==> config.mk <==
export PLATFORM = sky130hd
export DESIGN_NAME = mem_port_arbiter
export DESIGN_NICKNAME = d
export VERILOG_FILES = /design/src/rtl/mem_port_arbiter.sv
export SDC_FILE = /design/constraint.sdc
export NUM_CORES = 1
export LEC_CHECK = 0
export BUFFER_PORTS_ARGS = -buffer_cell sky130_fd_sc_hd__buf_2
export CAP_MARGIN = 25
export CORE_AREA = 10 10 101 103
export DETAILED_ROUTE_END_ITERATION = 10
export DIE_AREA = 0 0 111 113
export GPL_ROUTABILITY_DRIVEN = 0
export PLACE_DENSITY = 0.69
export SYNTH_ARGS = -nofsm -noshare
export SYNTH_HDL_FRONTEND = slang
export SYNTH_SLANG_ARGS = --single-unit
==> constraint.sdc <==
create_clock -name clock -period 1.4 [get_ports clock]
set_input_delay 0.28 -clock clock [delete_from_list [all_inputs] [get_ports clock]]
set_output_delay 0.28 -clock clock [all_outputs]
set_load 0.005 [all_outputs]
==> src/rtl/mem_port_arbiter.sv <==
// Two-requester arbiter (CPU = 0, NI = 1) in front of a single-port memory with 1-cycle read latency.
// Define MEM_ARB_ROUND_ROBIN_EN for round-robin tie-breaking; otherwise the CPU wins every tie.
module mem_port_arbiter #(
    parameter int ADDR_WIDTH = 32,
    parameter int DATA_WIDTH = 32
) (
    input  logic                                 clock,
    input  logic                                 reset,
    input  logic [1:0]                           req_valid,
    output logic [1:0]                           req_ready,
    input  logic [1:0]                           req_lock,
    input  logic [1:0][ADDR_WIDTH-1:0]           req_addr,
    input  logic [1:0][DATA_WIDTH/8-1:0]         req_wb,
    input  logic [1:0][DATA_WIDTH-1:0]           req_data,
    output logic [1:0]                           rsp_valid,
    output logic [DATA_WIDTH-1:0]                rsp_data,
    output logic                                 mem_enable,
    output logic [DATA_WIDTH/8-1:0]              mem_wb,
    output logic [ADDR_WIDTH-1:0]                mem_addr,
    output logic [DATA_WIDTH-1:0]                mem_wdata,
    input  logic [DATA_WIDTH-1:0]                mem_rdata
);

    localparam int STRB_WIDTH = DATA_WIDTH / 8;

    typedef enum logic [1:0] {
        ST_OPEN    = 2'b00,
        ST_LOCKED0 = 2'b01,
        ST_LOCKED1 = 2'b10
    } state_t;

    state_t      r_state;
    state_t      w_state_next;
    logic [1:0]  w_grant;
    logic [1:0]  w_fire;
    logic        w_sel;
    logic [1:0]  w_is_read;
    logic [1:0]  r_rsp_valid;

`ifdef MEM_ARB_ROUND_ROBIN_EN
    logic        r_ptr;
`endif

    // Grant selection: a lock pins the grant to its owner even when the owner is idle.
    always_comb begin
        w_grant = 2'b00;
        case (r_state)
            ST_OPEN: begin
                if (req_valid == 2'b11) begin
`ifdef MEM_ARB_ROUND_ROBIN_EN
                    if (r_ptr) begin
                        w_grant = 2'b10;
                    end else begin
                        w_grant = 2'b01;
                    end
`else
                    w_grant = 2'b01;
`endif
                end else begin
                    w_grant = req_valid;
                end
            end
            ST_LOCKED0: w_grant = {1'b0, req_valid[0]};
            ST_LOCKED1: w_grant = {req_valid[1], 1'b0};
            default:    w_grant = 2'b00;
        endcase
    end

    // Ready is masked while reset is held so nothing can transfer during reset.
    always_comb begin
        req_ready = 2'b00;
        if (reset) begin
            req_ready = w_grant;
        end else begin
            req_ready = 2'b00;
        end
    end

    assign w_fire    = req_ready & req_valid;
    assign w_sel     = w_fire[1];
    assign w_is_read = {(req_wb[1] == {STRB_WIDTH{1'b0}}), (req_wb[0] == {STRB_WIDTH{1'b0}})};

    // Memory port mux: all-zero when idle.
    always_comb begin
        mem_enable = 1'b0;
        mem_wb     = {STRB_WIDTH{1'b0}};
        mem_addr   = {ADDR_WIDTH{1'b0}};
        mem_wdata  = {DATA_WIDTH{1'b0}};
        if (w_fire != 2'b00) begin
            mem_enable = 1'b1;
            mem_wb     = req_wb[w_sel];
            mem_addr   = req_addr[w_sel];
            mem_wdata  = req_data[w_sel];
        end else begin
            mem_enable = 1'b0;
        end
    end

    // Lock next-state: every transfer re-decides the lock from its own req_lock bit.
    always_comb begin
        w_state_next = r_state;
        if (w_fire[0]) begin
            w_state_next = req_lock[0] ? ST_LOCKED0 : ST_OPEN;
        end else if (w_fire[1]) begin
            w_state_next = req_lock[1] ? ST_LOCKED1 : ST_OPEN;
        end else begin
            w_state_next = r_state;
        end
    end

    // Lock state register.
    always_ff @(posedge clock or negedge reset) begin
        if (!reset) begin
            r_state <= ST_OPEN;
        end else begin
            r_state <= w_state_next;
        end
    end

    // Response strobe tracks accepted reads; reset drops any read in flight.
    always_ff @(posedge clock or negedge reset) begin
        if (!reset) begin
            r_rsp_valid <= 2'b00;
        end else begin
            r_rsp_valid <= w_fire & w_is_read;
        end
    end

`ifdef MEM_ARB_ROUND_ROBIN_EN
    // Priority pointer hands the next tie to whoever did not just transfer.
    always_ff @(posedge clock or negedge reset) begin
        if (!reset) begin
            r_ptr <= 1'b0;
        end else if (w_fire != 2'b00) begin
            r_ptr <= ~w_sel;
        end else begin
            r_ptr <= r_ptr;
        end
    end
`endif

    assign rsp_valid = r_rsp_valid;
    assign rsp_data  = (r_rsp_valid != 2'b00) ? mem_rdata : {DATA_WIDTH{1'b0}};

endmodule

Word level (Yosys, flattened, before mapping):

Index checks and enable logic that the tools add are counted.

* latch bits: 0
* memory bits (read-only): 0
* memories: 0
* output and inout port bits: 105
* flip-flop bits (word level): 4
* bits of input ports: 174
* word-level logic and storage cells: 31
* RAM bits: 0

* multiply operators: 0
* add/subtract/negate cells: 0
* $lt $le $gt $ge: 1
* muxes and demuxes: 18
* shifts and indexed selects: 0
* reductions and logical operators: 5
* divide/modulo/power cells: 0
* equality and inequality tests: 3
* bitwise logic cells: 2

Operators by type and width (number)
* $mux 32: 7
* $mux 4: 3
* $mux 2: 5
* $logic_not 4->1: 2
* $pmux 2 s3: 1
* $and 2x2->2: 2
* $eq 2x2->1 const B: 2
* $reduce_bool 2->1: 2
* $eq 2x1->1 const B: 1
* $logic_not 2->1: 1
* $lt 1x2->1 const B: 1
* $mux 1: 2

Depth between registers and ports, before layout:

Gate-level depths: netlist of run 1.

* depth after elaboration: 8
* gate-level depth with buffers: 4

Least setup slack after synthesis of run 1:

No wires, ideal clock.

* path kind: register to output
* start point: register r_rsp_valid[1], in the netlist rsp_valid[1]
* end point: output rsp_data[19]
* slack: 34 ps
* data required time: 1120 ps
* stages on the path, launching flop included: 4
* arrival time: 1086 ps
* cells stage by stage: dfrtp_1 > nor2_1 > clkbuf_1 > and2b_1

* longest elaborated chain between the ends: 2

Ends and longest elaborated chain
* start: declaration: RTL line 38 `logic [1:0] r_rsp_valid;`
* start signal: assignment: RTL line 125 `r_rsp_valid <= w_fire & w_is_read;`
* $reduce_bool 2->1: RTL line 143 `assign rsp_data = (r_rsp_valid != 2'b00) ? mem_rdata : {DATA_WIDTH{1'b0}};`
* $mux 32: RTL line 143
* end: declaration: RTL line 16 `output logic [DATA_WIDTH-1:0] rsp_data,`

No other way between the ends.

Worst setup path in the final report of run 1:

* start point: register r_state[0]
* end point: output mem_wdata[29]

* longest elaborated chain between the ends: 7
* elaborated cells between the ends (all ways): 10
* those cells by class: eq/ne: 2; mux: 5; bitwise: 1; reduce/logical: 2

Ends and longest elaborated chain
* start: declaration: RTL line 32 `state_t r_state;`
* start signal: assignment: RTL line 116 `r_state <= w_state_next;`
* $eq 2x2->1, or another cell as far along: RTL line 47 `case (r_state)`
* $pmux 2 s3 (*): RTL line 47
* $mux 2 (*): RTL line 72 `if (reset) begin`
* $and 2x2->2 (*): RTL line 79 `assign w_fire = req_ready & req_valid;`
* $mux 32 (implied by the code) (2 in a row): RTL line 93 `mem_wdata = req_data[w_sel];`
* $mux 32 (*): RTL line 89 `if (w_fire != 2'b00) begin`
* end: declaration: RTL line 20 `output logic [DATA_WIDTH-1:0] mem_wdata,`

Every way passes the cells marked *; elsewhere a longest branch is shown, timed or not. The select of a mux whose other input is x is not followed.

==> metrics.txt, run 1 <==
# TYPE chip_impl_metric gauge
chip_impl_info{name="outcome",value="complete, but fails checks"} 1
chip_impl_info{name="failing_checks",value="negative setup slack"} 1
chip_impl_metric{name="timing.slew.headroom",unit="%"} 84.5
chip_impl_metric{name="setup_viol",unit=""} 85
chip_impl_metric{name="fillers",unit=""} 806
chip_impl_metric{name="critical_path_peak_fanout",unit=""} 29
chip_impl_metric{name="critical_path_max_stage_delay",unit="ps"} 370
chip_impl_info{name="r2r-end",value="r_state[0]$_DFFE_PN0P_"} 1
chip_impl_metric{name="clock_latency",unit="ps"} 210
chip_impl_metric{name="area_growth_syn_to_layout",unit="%"} 151
chip_impl_metric{name="layout-drive-gt1-share",unit="%"} 75.1
chip_impl_metric{name="path_clk_slew",unit="ps"} 30
chip_impl_metric{name="vdd.ir_drop.worst",unit="uV"} 548
chip_impl_metric{name="cts_buffer_count",unit=""} 3
chip_impl_metric{name="synth.ff_latch_count",unit=""} 4
chip_impl_info{name="critical_path.reg2reg.startpoint",value="r_state[1]$_DFFE_PN0P_"} 1
chip_impl_info{name="endpoint_kind",value="primary output"} 1
chip_impl_metric{name="avgSynthCellArea",unit="um^2"} 8.79
chip_impl_metric{name="layout.area.seq",unit="um^2"} 100
chip_impl_metric{name="ys_seq_area_share",unit="%"} 7.85
chip_impl_metric{name="post_synth_inst_count",unit=""} 145
chip_impl_metric{name="maxCapViolations",unit=""} 0
chip_impl_metric{name="detailed_placement_hpwl",unit="um"} 8640
chip_impl_info{name="worstSetupStartpoint",value="r_state[0]$_DFFE_PN0P_"} 1
chip_impl_metric{name="die_height",unit="um"} 113
chip_impl_info{name="worst_path_dominant_cell_family",value="flip-flops"} 1
chip_impl_metric{name="design.portCount",unit=""} 279
chip_impl_metric{name="grt_pass1_vias",unit=""} 2719
chip_impl_metric{name="ant_nets",unit=""} 0
chip_impl_info{name="cell_with_the_most_instances_after_synthesis",value="sky130_fd_sc_hd__a32o_1"} 1
chip_impl_info{name="ys_top_cells_by_count",value="68 x sky130_fd_sc_hd__a32o_1, 29 x sky130_fd_sc_hd__nor2b_1, 15 x sky130_fd_sc_hd__buf_2"} 1
chip_impl_metric{name="power.density",unit="nW/um^2"} 749
chip_impl_metric{name="synth.lib_cells_used.distinct",unit=""} 18
chip_impl_metric{name="floorplan.initialDensity",unit="%"} 15.7
chip_impl_metric{name="synthesis_warning_total",unit=""} 0
chip_impl_metric{name="postLayoutSetupSlackWorst",unit="ps"} -360
chip_impl_metric{name="area_of_the_multi_input_gates",unit="um^2"} 1020
chip_impl_metric{name="cp.required",unit="ps"} 1120
chip_impl_metric{name="grt_antenna_before_repair",unit=""} 0
chip_impl_metric{name="syn_nets",unit=""} 319
chip_impl_metric{name="timing.final.crit_share",unit="%"} 126
chip_impl_metric{name="final_nets",unit=""} 609
chip_impl_info{name="cp_slowest_cell",value="sky130_fd_sc_hd__dfrtp_1"} 1
chip_impl_metric{name="drt-wirelength-per-cell",unit="um"} 21.2
chip_impl_metric{name="drt_pre_antenna_iters",unit=""} 5
chip_impl_metric{name="power_leakage",unit="uW"} 0.00187
chip_impl_metric{name="cp_data_arrival_time",unit="ps"} 1480
chip_impl_metric{name="totalPowerFinal",unit="uW"} 2400
chip_impl_metric{name="grt_overflow",unit=""} 0
chip_impl_metric{name="finish.instance_area",unit="um^2"} 3200
chip_impl_info{name="worst-setup-path-type",value="reg2out"} 1
chip_impl_metric{name="hold_viol",unit=""} 0
chip_impl_metric{name="drtIter0Drc",unit=""} 255
chip_impl_metric{name="fin_worst_skew",unit="ps"} 2.58
chip_impl_metric{name="vias_after_detailed_routing",unit=""} 2607
chip_impl_metric{name="floorplan.rows",unit=""} 33
chip_impl_metric{name="cts.htree.levels",unit=""} 1
chip_impl_metric{name="first_pass_grt_wire_length",unit="um"} 15300
chip_impl_metric{name="vias_per_cell",unit=""} 4.85
chip_impl_metric{name="detail_route.wirelength",unit="um"} 11400
chip_impl_metric{name="worst-r2r-cell-count",unit=""} 4
chip_impl_metric{name="cts_max_path_buffers",unit=""} 2
chip_impl_metric{name="synthDominantCellAreaShare",unit="%"} 53.4
chip_impl_info{name="timing.critical_path.from_type",value="flip-flop"} 1
chip_impl_metric{name="timing.reg2reg.setup_slack",unit="ps"} -20
chip_impl_info{name="post-synth-top-area-cell",value="sky130_fd_sc_hd__a32o_1"} 1
chip_impl_info{name="root_buffer",value="sky130_fd_sc_hd__clkbuf_8"} 1
chip_impl_metric{name="post-route-drc-count",unit=""} 0
chip_impl_info{name="holdCritPathClass",value="in2async"} 1
chip_impl_metric{name="place_area",unit="um^2"} 2790
chip_impl_metric{name="max_fclk",unit="GHz"} 0.568
chip_impl_metric{name="cts.sink_count",unit=""} 4
chip_impl_metric{name="global_route.usage.total",unit="%"} 14.5
chip_impl_info{name="grt_setup_unrepaired",value="true"} 1
chip_impl_metric{name="chipWidth",unit="um"} 111
chip_impl_metric{name="ys_async_sr_fraction",unit="%"} 100
chip_impl_metric{name="dieArea",unit="um^2"} 12500
chip_impl_metric{name="timing.setup.tns",unit="ps"} -24170
chip_impl_metric{name="synthesis.area",unit="um^2"} 1270
chip_impl_metric{name="worst_setup_slack_before_clock_tree_synthesis",unit="ps"} -152
chip_impl_metric{name="n_antenna_cell",unit=""} 0
chip_impl_info{name="synthFlopType",value="sky130_fd_sc_hd__dfrtp_1"} 1
chip_impl_metric{name="synth_enable_flop_cells",unit=""} 0
chip_impl_metric{name="core_ar",unit="um^2"} 8130
chip_impl_metric{name="critical_path_buf_inv_count",unit=""} 2
chip_impl_metric{name="drv_slew",unit=""} 0
chip_impl_metric{name="timing.final.crit_period",unit="ps"} 1760
chip_impl_metric{name="grt_max_degree",unit=""} 39
chip_impl_info{name="synth_top_cells_by_area",value="sky130_fd_sc_hd__a32o_1 53%, sky130_fd_sc_hd__nor2b_1 14%, sky130_fd_sc_hd__buf_6 7.9%"} 1
chip_impl_metric{name="worst_pin_slew",unit="ps"} 231
chip_impl_info{name="cts_tree",value="built"} 1
chip_impl_metric{name="numPortBuffers",unit=""} 278
chip_impl_info{name="crit_path_cell_trace",value="and3b_2 > buf_12 > a32o_1 > buf_2"} 1
layer usage:
layer | track usage, % | vias to the layer above | wire length, um
met2 | 26.5 | 162 | 5970
met4 | 2.69 | 0 | 90
met3 | 4.12 | 6 | 841
li1 | - | 1208 | -
met1 | 16.5 | 1231 | 4500
met5 | 0 | - | 0
layout by cell type (no fill, tap or decap):
cell type                          n
sky130_fd_sc_hd__and3b_2           2
sky130_fd_sc_hd__nand2b_4          1
sky130_fd_sc_hd__a32o_2            3
sky130_fd_sc_hd__buf_16            1
sky130_fd_sc_hd__and2_4            1
sky130_fd_sc_hd__and2_1            1
sky130_fd_sc_hd__and3b_4           1
sky130_fd_sc_hd__inv_1             1
sky130_fd_sc_hd__buf_2           276
sky130_fd_sc_hd__dfrtp_1           4
sky130_fd_sc_hd__clkbuf_16         5
sky130_fd_sc_hd__nor4_1            2
sky130_fd_sc_hd__nor2_4            1
sky130_fd_sc_hd__and4bb_2          1
sky130_fd_sc_hd__a21o_1            1
sky130_fd_sc_hd__buf_6             9
sky130_fd_sc_hd__a2bb2oi_1         1
sky130_fd_sc_hd__buf_12            9
sky130_fd_sc_hd__nor2b_1          28
sky130_fd_sc_hd__clkbuf_8          3
sky130_fd_sc_hd__a32o_1           65
sky130_fd_sc_hd__buf_4            10
sky130_fd_sc_hd__nor2b_2           1
sky130_fd_sc_hd__dlymetal6s4s_1    1
sky130_fd_sc_hd__mux2_2            1
sky130_fd_sc_hd__and2b_1           3
sky130_fd_sc_hd__and3_1            1
area by class of cell:
class                   count  share of cell area (%)
repair buffers            311                    59.4
multi-input cells         114                    31.9
flip-flops and latches      4                    3.13
clock buffers               3                    1.29
well taps                 105                    4.10
inverters                   1                   0.117
report_power, final:
group	switching (uW)	total, uW	internal [uW]
Sequential	23.7	171	147
Combinational	877	1990	1110
Clock	54.6	237	183
what timing repair did:
action | in CTS | in global routing
gates cloned | 2 | 10
pin swaps | 1 | 6
hold buffers | 1 | 0
setup endpoints to repair | 102 | 105
buffers inserted | 4 | 5
gates resized for setup | 7 | 11
hold endpoints to repair | 4 | 0
metrics by stage:
stage | instances | hold WS [ps] | util, %
floorplan | 145 | -15.6 | -
global placement | 514 | 186 | 34.3
detailed placement | 514 | 198 | 34.3
CTS | 524 | 307 | 36.3
global route | 538 | 257 | 39.4
finish | 538 | 241 | 39.4
how the worst max path moves through the flow:
stage                     cells after the start             to  slack (ps)
after global placement                        5   mem_wdata[7]        -120
after CTS                                     4   mem_addr[13]        -330
final                                         4  mem_wdata[29]        -360
after floorplan                               3   rsp_data[19]          30
after detailed placement                      5   mem_addr[13]        -150
after global routing                          5   mem_addr[18]        -420
sequential cells by signal (all words and copies together), names as in the netlist:
signal / cells
rsp_valid: 2
r_state: 2
worst register-to-register path, delay by kind of cell (launching register included):
family | cells | cell delay (ps)
AND/OR/NAND/NOR | 1 | 330
buffers and inverters | 2 | 260
multiplexers | 1 | 320
flip-flops | 1 | 390
logic make-up (layout without fill, tap and decap cells):
family | Yosys count | in the layout | share of synthesized area, %
buffers and inverters | 28 | 315 | 15.0
and+or+nand+nor | 42 | 43 | 21.6
muxes | 1 | 1 | 0.883
AOI/OAI and AO/OA | 70 | 70 | 54.7
DFF | 4 | 4 | 7.85
Note: power is estimated with default switching activity, not from simulation.
==> run 2: changes to the inputs <==
- CELL_PAD_IN_SITES_DETAIL_PLACEMENT: default -> 0
- CELL_PAD_IN_SITES_GLOBAL_PLACEMENT: default -> 1
- CORE_AREA: 10 10 101 103 -> default
- CORE_MARGIN: default -> 10
- CORE_UTILIZATION: default -> 13
- DIE_AREA: 0 0 111 113 -> default
- PLACE_DENSITY: 0.69 -> 0.94
- clock period: 1.4 -> 1.9 ns (I/O delays scaled with it)
==> run 2 against run 1 <==
  * The run now ends clean
  * First-iteration DRC count decreased by 44%
  * Combinational power decreased by 38%
  * Cell area decreased by 7.5%
  * Global-route usage decreased by 2.5 points
  * Register-to-register slack improved by 590 ps
  * Utilization decreased by 8.8 points
  * Cell count increased by 2.0%
  * Non-clock buffer count decreased by 19
  * Via count decreased by 4.0%
  * Wire length decreased by 10%
  * Sequential cell count unchanged
  * Critical path type unchanged
  * Highest routed layer unchanged
==> metrics.txt, run 2 (synthesis results as in run 1) <==
# TYPE chip_impl_metric gauge
chip_impl_info{name="outcome",value="finished, final reports clean"} 1
chip_impl_metric{name="floorplan.initialDensity",unit="%"} 13.2
chip_impl_metric{name="global_route.usage.total",unit="%"} 12.0
chip_impl_info{name="layout_common_cells",value="277 x sky130_fd_sc_hd__buf_2, 64 x sky130_fd_sc_hd__a32o_1, 29 x sky130_fd_sc_hd__nor2b_1, 5 x sky130_fd_sc_hd__buf_12"} 1
chip_impl_metric{name="floorplan.rows",unit=""} 36
chip_impl_metric{name="vdd.ir_drop.worst",unit="uV"} 248
chip_impl_metric{name="grt_max_degree",unit=""} 41
chip_impl_metric{name="detailed_placement_hpwl",unit="um"} 8460
chip_impl_metric{name="clock_latency",unit="ps"} 220
chip_impl_metric{name="drt-wirelength-per-cell",unit="um"} 18.7
chip_impl_metric{name="vias_after_detailed_routing",unit=""} 2504
chip_impl_metric{name="fin_worst_skew",unit="ps"} 3.55
chip_impl_metric{name="timing.final.crit_share",unit="%"} 99.1
chip_impl_metric{name="grt_antenna_before_repair",unit=""} 3
chip_impl_metric{name="timing.slew.headroom",unit="%"} 80.8
chip_impl_info{name="grt_setup_unrepaired",value="true"} 1
chip_impl_metric{name="place_area",unit="um^2"} 2770
chip_impl_metric{name="cts.sink_count",unit=""} 4
chip_impl_metric{name="utilization",unit="%"} 30.6
chip_impl_metric{name="area_growth_syn_to_layout",unit="%"} 132
chip_impl_metric{name="path_clk_slew",unit="ps"} 30
chip_impl_metric{name="cts_buffer_count",unit=""} 3
chip_impl_metric{name="detail_route.wirelength",unit="um"} 10200
chip_impl_metric{name="first_pass_grt_wire_length",unit="um"} 14300
chip_impl_info{name="worst-setup-path-type",value="reg2out"} 1
chip_impl_info{name="final_common_cell",value="sky130_fd_sc_hd__buf_2"} 1
chip_impl_info{name="holdCritPathClass",value="in2reg"} 1
chip_impl_metric{name="worst_pin_slew",unit="ps"} 288
chip_impl_metric{name="die_height",unit="um"} 119
chip_impl_metric{name="drtIter0Drc",unit=""} 144
chip_impl_metric{name="final_nets",unit=""} 589
chip_impl_metric{name="cts_max_path_buffers",unit=""} 2
chip_impl_metric{name="vias_per_cell",unit=""} 4.56
chip_impl_metric{name="grt_pass1_vias",unit=""} 2693
chip_impl_info{name="timing.critical_path.from_type",value="flip-flop"} 1
chip_impl_metric{name="hold_viol",unit=""} 0
chip_impl_metric{name="post-route-drc-count",unit=""} 0
chip_impl_metric{name="worst_setup_slack_before_clock_tree_synthesis",unit="ps"} 87.4
chip_impl_info{name="cts_tree",value="built"} 1
chip_impl_metric{name="critical_path_peak_fanout",unit=""} 10
chip_impl_metric{name="design.portCount",unit=""} 279
chip_impl_metric{name="chipWidth",unit="um"} 119
chip_impl_metric{name="maxCapViolations",unit=""} 0
chip_impl_metric{name="ant_nets",unit=""} 0
chip_impl_metric{name="power.density",unit="nW/um^2"} 521
chip_impl_metric{name="core_ar",unit="um^2"} 9680
chip_impl_metric{name="setup_viol",unit=""} 0
chip_impl_metric{name="grt_overflow",unit=""} 0
chip_impl_info{name="root_buffer",value="sky130_fd_sc_hd__clkbuf_8"} 1
chip_impl_metric{name="max_fclk",unit="GHz"} 0.531
chip_impl_metric{name="drt_pre_antenna_iters",unit=""} 4
chip_impl_metric{name="dieArea",unit="um^2"} 14200
chip_impl_metric{name="timing.final.crit_period",unit="ps"} 1880
chip_impl_metric{name="cp.required",unit="ps"} 1520
chip_impl_metric{name="cp_data_arrival_time",unit="ps"} 1500
chip_impl_metric{name="power_leakage",unit="uW"} 0.00172
chip_impl_info{name="endpoint_kind",value="primary output"} 1
chip_impl_metric{name="drv_slew",unit=""} 0
chip_impl_metric{name="numPortBuffers",unit=""} 278
chip_impl_metric{name="finish.instance_area",unit="um^2"} 2960
chip_impl_metric{name="cts.htree.levels",unit=""} 1
chip_impl_metric{name="layout-drive-gt1-share",unit="%"} 73.6
chip_impl_metric{name="postLayoutSetupSlackWorst",unit="ps"} 17.0
run 2: cell count changes in the layout (fill, tap and decap cells not counted), sizes merged:
cell,previous run,this run
and3b,3,2
buf,305,288
clkbuf,8,6
diode,0,3
dlygate4sd3,0,1
dlymetal6s4s,1,0
run 2: cell type report:
type	count	area, um^2
clock buffers	3	41.3
multi-input cells	113	996
diodes	3	7.51
well taps	133	166
fillers	1027	6720
inverters	1	3.75
flip-flops and latches	4	100
repair buffers	292	1650
run 2: timing repair:
action / in CTS / in global routing
setup endpoints to repair: 1 / 6
hold endpoints to repair: 4 / 0
hold buffers: 1 / 0
pin swaps: 0 / 42
gates resized for setup: 2 / 5
setup buffers: 0 / 2
cloned: 0 / 4
run 2: worst paths after layout:
kind | depth (start not counted) | end | startpoint | slack [ps]
setup / recovery | 5 | mem_wdata[23] | r_state[0]$_DFFE_PN0P_ | 20
hold / removal | 2 | r_state[0]$_DFFE_PN0P_ | req_lock[0] | 400
setup reg to reg | 3 | r_state[0]$_DFFE_PN0P_ | r_state[1]$_DFFE_PN0P_ | 570
hold reg to reg | 1 | r_state[0]$_DFFE_PN0P_ | r_state[0]$_DFFE_PN0P_ | 520
max in group asynchronous | 2 | rsp_valid[0]$_DFF_PN0_ | reset | 1170
min in group asynchronous | 2 | r_state[0]$_DFFE_PN0P_ | reset | 560
run 2: metal layers:
layer  part of all wire (%)  vias up  GRT usage, %
met5                      0        -             0
met4                   0.39        0          1.91
met3                     13        4          6.71
met2                     50      200          22.3
met1                     36     1132          11.4
li1                       -     1168             -
run 2: power breakdown:
part	internal, uW	switching [uW]
logic	665	579
registers	108	14.0
clock network	135	42.4
total	909	635
run 2: worst max-delay path: stages (launching register included):
cell and delay (ps):
sky130_fd_sc_hd__dfrtp_1 340, sky130_fd_sc_hd__and3b_2 230, sky130_fd_sc_hd__buf_12 150, sky130_fd_sc_hd__buf_12 140, sky130_fd_sc_hd__a32o_2 280, sky130_fd_sc_hd__buf_2 130
run 2: through the flow:
| stage | power, uW | instances | hold slack (ps) | setup TNS (ps) |
|---|---|---|---|---|
| floorplan | 744 | 145 | 84.4 | 0 |
| global placement | 1240 | 536 | 200 | 0 |
| detailed placement | 1260 | 536 | 202 | 0 |
| CTS | 1460 | 540 | 395 | 0 |
| global route | 1680 | 546 | 393 | -386 |
| finish | 1540 | 549 | 401 | 0 |
